[src/rtl/cpu_ctrl_pkg.sv]
// Shared constants and types for the 8-bit CPU control sequencer:
// control-bit positions, opcodes, T-state sizing and the control word type.
package cpu_ctrl_pkg;

    localparam int unsigned CW_W = 15;

    localparam int unsigned B_HLT = 0;
    localparam int unsigned B_MI  = 1;
    localparam int unsigned B_RI  = 2;
    localparam int unsigned B_RO  = 3;
    localparam int unsigned B_IO  = 4;
    localparam int unsigned B_II  = 5;
    localparam int unsigned B_AI  = 6;
    localparam int unsigned B_AO  = 7;
    localparam int unsigned B_EO  = 8;
    localparam int unsigned B_SU  = 9;
    localparam int unsigned B_BI  = 10;
    localparam int unsigned B_OI  = 11;
    localparam int unsigned B_CE  = 12;
    localparam int unsigned B_CO  = 13;
    localparam int unsigned B_J   = 14;

    localparam int unsigned STEP_W = 3;
    localparam logic [STEP_W-1:0] MAX_STEP = 3'd4;

    typedef logic [CW_W-1:0] ctrl_word_t;

    localparam logic [3:0] OP_NOP = 4'h0;
    localparam logic [3:0] OP_LDA = 4'h1;
    localparam logic [3:0] OP_ADD = 4'h2;
    localparam logic [3:0] OP_SUB = 4'h3;
    localparam logic [3:0] OP_STA = 4'h4;
    localparam logic [3:0] OP_LDI = 4'h5;
    localparam logic [3:0] OP_JMP = 4'h6;
    localparam logic [3:0] OP_JC  = 4'h7;
    localparam logic [3:0] OP_JZ  = 4'h8;
    localparam logic [3:0] OP_OUT = 4'hE;
    localparam logic [3:0] OP_HLT = 4'hF;

    typedef enum logic {
        SEQ_RUN,
        SEQ_HALTED
    } seq_state_t;

    function automatic ctrl_word_t cbit(input int unsigned idx);
        return ctrl_word_t'(1) << idx;
    endfunction

endpackage

[src/rtl/control_rom.sv]
// Combinational microcode: control word and last-step flag for a given
// opcode, T-state and ALU flags.
module control_rom
    import cpu_ctrl_pkg::*;
(
    input  logic [3:0]        opcode,
    input  logic [STEP_W-1:0] step,
    input  logic              carry,
    input  logic              zero,
    output ctrl_word_t        word,
    output logic              last
);

    ctrl_word_t        ex2, ex3, ex4;
    logic [STEP_W-1:0] len;

    always_comb begin
        ex2 = '0;
        ex3 = '0;
        ex4 = '0;
        case (opcode)
            OP_LDA: begin
                ex2 = cbit(B_MI) | cbit(B_IO);
                ex3 = cbit(B_RO) | cbit(B_AI);
            end
            OP_ADD, OP_SUB: begin
                ex2 = cbit(B_MI) | cbit(B_IO);
                ex3 = cbit(B_RO) | cbit(B_BI);
                ex4 = cbit(B_AI) | cbit(B_EO) | ((opcode == OP_SUB) ? cbit(B_SU) : '0);
            end
            OP_STA: begin
                ex2 = cbit(B_MI) | cbit(B_IO);
                ex3 = cbit(B_AO) | cbit(B_RI);
            end
            OP_LDI: ex2 = cbit(B_IO) | cbit(B_AI);
            OP_JMP: ex2 = cbit(B_IO) | cbit(B_J);
            OP_JC:  ex2 = carry ? (cbit(B_IO) | cbit(B_J)) : '0;
            OP_JZ:  ex2 = zero  ? (cbit(B_IO) | cbit(B_J)) : '0;
            OP_OUT: ex2 = cbit(B_AO) | cbit(B_OI);
            OP_HLT: ex2 = cbit(B_HLT);
            default: ;
        endcase

        // Length ends at the last non-empty execute step, never shorter than fetch.
        if (ex4 != '0)      len = 3'd5;
        else if (ex3 != '0) len = 3'd4;
        else if (ex2 != '0) len = 3'd3;
        else                len = 3'd2;

        case (step)
            3'd0:    word = cbit(B_CO) | cbit(B_MI);
            3'd1:    word = cbit(B_RO) | cbit(B_II) | cbit(B_CE);
            3'd2:    word = ex2;
            3'd3:    word = ex3;
            3'd4:    word = ex4;
            default: word = '0;
        endcase

        // >= rather than == so any step past the end still wraps to T0.
        last = (step >= len - 3'd1) || (step >= MAX_STEP);
    end

endmodule

[src/rtl/control_sequencer.sv]
// T-state counter and RUN/HALTED control for the 8-bit CPU; emits the
// per-cycle control word decoded by control_rom.
module control_sequencer
    import cpu_ctrl_pkg::*;
(
    input  logic              clk,
    input  logic              rst_n,
    input  logic [3:0]        opcode,
    input  logic              carry_flag,
    input  logic              zero_flag,
    output logic [CW_W-1:0]   control_signals,
    output logic [STEP_W-1:0] step,
    output logic              instr_last,
    output logic              halted
);

    seq_state_t        state_q;
    logic [STEP_W-1:0] step_q, step_d;
    ctrl_word_t        rom_word;
    logic              rom_last;

    control_rom u_rom (
        .opcode (opcode),
        .step   (step_q),
        .carry  (carry_flag),
        .zero   (zero_flag),
        .word   (rom_word),
        .last   (rom_last)
    );

    always_comb begin
        step_d = rom_last ? '0 : step_q + 3'd1;
    end

    always_ff @(posedge clk or negedge rst_n) begin
        if (!rst_n) begin
            state_q <= SEQ_RUN;
            step_q  <= '0;
        end else begin
            case (state_q)
                SEQ_RUN: begin
                    step_q <= step_d;
                    if (opcode == OP_HLT && step_q == 3'd2)
                        state_q <= SEQ_HALTED;
                end
                SEQ_HALTED: step_q <= '0;
                default: begin
                    state_q <= SEQ_RUN;
                    step_q  <= '0;
                end
            endcase
        end
    end

    // Reset forcing is combinational so the bus is released the instant rst_n drops.
    always_comb begin
        if (!rst_n)                    control_signals = '0;
        else if (state_q == SEQ_HALTED) control_signals = cbit(B_HLT);
        else                           control_signals = rom_word;
    end

    assign step       = step_q;
    assign halted     = (state_q == SEQ_HALTED);
    assign instr_last = rst_n && (state_q == SEQ_RUN) && rom_last;

    logic [4:0] drivers;
    assign drivers = {control_signals[B_RO], control_signals[B_IO], control_signals[B_AO],
                      control_signals[B_EO], control_signals[B_CO]};

    a_one_driver: assert property (@(posedge clk) disable iff (!rst_n) $onehot0(drivers));

endmodule

[config.mk]
export PLATFORM = sky130hd
export DESIGN_NAME = control_sequencer
export DESIGN_NICKNAME = d
export VERILOG_FILES = /design/src/rtl/cpu_ctrl_pkg.sv /design/src/rtl/control_rom.sv /design/src/rtl/control_sequencer.sv
export SDC_FILE = /design/constraint.sdc
export NUM_CORES = 1
export LEC_CHECK = 0
export CAP_MARGIN = 20
export CORE_MARGIN = 2
export CORE_UTILIZATION = 38
export CTS_BUF_LIST = sky130_fd_sc_hd__clkbuf_4 sky130_fd_sc_hd__clkbuf_8
export CTS_CLUSTER_DIAMETER = 30
export DETAILED_ROUTE_END_ITERATION = 16
export PLACE_DENSITY = 0.76
export SYNTH_ARGS = -nofsm -noshare
export SYNTH_HDL_FRONTEND = slang
export SYNTH_SLANG_ARGS = --single-unit
[constraint.sdc]
create_clock -name clk -period 2.85 [get_ports clk]
set_input_delay 0.57 -clock clk [delete_from_list [all_inputs] [get_ports clk]]
set_output_delay 0.57 -clock clk [all_outputs]
set_load 0.02 [all_outputs]
==> flow_summary.ini <==
[outcome]
status = finished clean

[worst_setup_path]
worstReg2RegEnd = step[0]
path_class = input pin to primary output
worstSetupEndpointType = primary output
critPathArrivalTime_ns = 2.26
cp-start-kind = input pin
r2r_slack_ns = 1.17
regToRegStartpoint = step[0]
crit_fanout = 4
r2r_cells = 7
cp.required_ns = 2.28

[clock_network]
cts_root_buffer = clkbuf_4
htree_levels = 1
cts_buffer_depth = 2
clock-sinks = 4
clkSlewWorstSetupHoldPaths_ns = 0.04
cts_tree = built
cts_made_buffers = 3
hold_buffers = 0
clk-insertion-delay-late_ns = 0.24

[place]
placed_area_um2 = 1080
hpwl_um = 1604
portBuffers = 27
gp_congestion = 0.7990
placedCellCount = 148

[layout]
area_delta_synth_final_pct = 80.79
stdcell_count = 151
fin_nets = 153
final_common_cell = buf_4
final_cell_mix = buf_4 (26), dlygate4sd2_1 (11), clkdlybuf4s50_1 (8), nor2_1 (7), ha_1 (7)
antenna_cells = 0
final_cell_area_um2 = 1142
final_util_pct = 74.96
drive_gt1_share_pct = 34.81

[pwr]
p_sw_share_pct = 46.65
p_leak_nw = 0.6145
internal_power_mw = 0.3982
power_density_nw_per_um2 = 653.4
switchingPower_mw = 0.3482
seqPwrFrac_pct = 16.1
pwr-share-clk_pct = 9.2
ir_drop_mv = 0.4678
p_comb_share_pct = 74.8

[sta]
worst_slew_pin_slew_ns = 0.3711
slew_headroom_pct = 75.26
drv_slew = 0
hold_slack_ns = 0.5783
hold_viol_final = 0
period_share_pct = 99.46
fmaxAchievable_mhz = 352.8
rsz0062_at_grt = true
finalSetupTns_ns = 0
setup_viol = 0
period_needed_ns = 2.835
finClkSkew_ns = 0.003676

[grt]
grt_pass1_wl_um = 3187
overflow = 0
grt_pass1_vias = 775
grt_usage_pct = 21.62
grt_max_degree = 13
antenna_found_initial = 0

[detailed_routing]
via_per_inst = 5.464
routed_wl_um = 2009
wl_per_cell_um = 13.30
route.vias.total = 825
detail-route-antenna-nets = 0
drt_iter0_drc = 16
drc = 0
drt-pass1-iter-count = 4

[yosys]
synthTopCellsByArea = dfrtp_1 (16%), ha_1 (16%), nor2_1 (5.3%)
postSynthCellCount = 85
synth_cell_type_count = 34
avgSynthCellArea_um2 = 7.434
yosys.area.top_type = dfrtp_1
synth.ff_latch_count = 4
syn_area_um2 = 631.9
synth_warnings = 0
async_reset_ff_share_pct = 100.0
synth-edff-count = 0
yosysSeqAreaShare_pct = 15.84
synth_top_area_share_pct = 15.84
synth_fp_nets = 101
synth_flop_cell = dfrtp_1

[run]
maxCapViolations = 0

[floorplanning]
io-pin-count = 28
core-area_um2 = 1524
placementRows = 14
initial_core_util_pct = 41.46
dieArea_um2 = 2005
dieWidth_um = 44.78
die_h_um = 44.78

[hold_path]
whs_endpoint = step[0]
hold_depth = 2
hold_class = flop to flop
hp-start = step[0]
## repair_timing
action / 4_1_cts / 5_1_grt
endpoints found under the setup margin: 13 / 9
resized for setup: 24 / 26
hold endpoints to repair: 0 / 0
setup buffers: 0 / 0
pin swaps: 4 / 6
## kinds of logic (layout without fill, tap and decap cells)
logic type	Yosys count	count (layout)	share of synthesized area (%)
XOR/XNOR	1	1	1.386
buffers and inverters	10	60	8.315
AND/OR/NAND/NOR	43	43	37.23
AO/OA/AOI/OAI	18	18	19.80
flip-flops	4	4	15.84
adder cells (fa/ha/maj)	8	8	15.84
multiplexers	1	1	1.584
## worst max-delay path, cell delays in order
cell	delay, ns
buf_4	0.12
nor2_2	0.11
and3_4	0.18
a311oi_2	0.04
a31o_2	0.24
ha_4	0.21
nand2b_4	0.12
a21o_1	0.16
a21o_1	0.19
o21a_1	0.18
buf_6	0.13
## how the worst max path moves through the flow
stage | to | from | depth (start not counted) | slack [ns]
floorplan | instr_last | opcode[0] | 10 | 0.02
global placement | instr_last | opcode[0] | 11 | -0.79
detailed placement | instr_last | opcode[0] | 11 | -0.85
CTS | instr_last | opcode[2] | 10 | -0.16
global route | instr_last | opcode[2] | 11 | -0.07
finish | instr_last | opcode[0] | 11 | 0.02
## sequential cells by signal, indices dropped and copies added (netlist names)
signal / count
step: 3
halted: 1
## layer usage
metal  up-vias  part of all wire (%)  track usage (%)
li1        416                     -                -
met1       361                    40            25.55
met4         0                   1.7            12.94
met3         4                   9.3            4.000
met2        44                    49            36.23
met5         -                     0                0
## area by class of cell
class                           count  area, um2
Multi-Input combinational cell     71      538.0
Timing Repair Buffer               53      446.7
Fill cell                         121      381.6
Sequential cell                     4      100.1
Clock buffer                        3      22.52
Tap cell                           16      20.02
Inverter                            4      15.01
## power groups by stage
stage          combinational (mW)  clock (mW)  sequential, mW
6_report                    0.558      0.0684           0.120
5_1_grt                     0.603      0.0733           0.123
4_1_cts                     0.525      0.0717           0.118
3_5_place_dp                0.538           0           0.118
3_3_place_gp                0.523           0           0.117
2_1_floorplan               0.282           0           0.137
## Yosys cell counts, drive strengths merged (2+ instances only)
cell and instances:
nand4b 2, nand2 7, buf 6, dfrtp 4
nand2b 2, a21o 2, o21ai 2, and3 3
a21oi 3, ha 8, nand4 2, nor3 4
and2 3, o21bai 2, nand3 2, nor2 10
a31oi 2, nor2b 3, inv 4, nor4 2
## through the flow
stage	power, mW	worst slack (ns)
after detailed placement	0.6553	-0.8471
after floorplan	0.4194	0.01986
after global placement	0.6404	-0.7877
after global routing	0.7994	-0.07099
final	0.7464	0.01526
after CTS	0.7153	-0.1563
(Power assumes the default switching activity.)
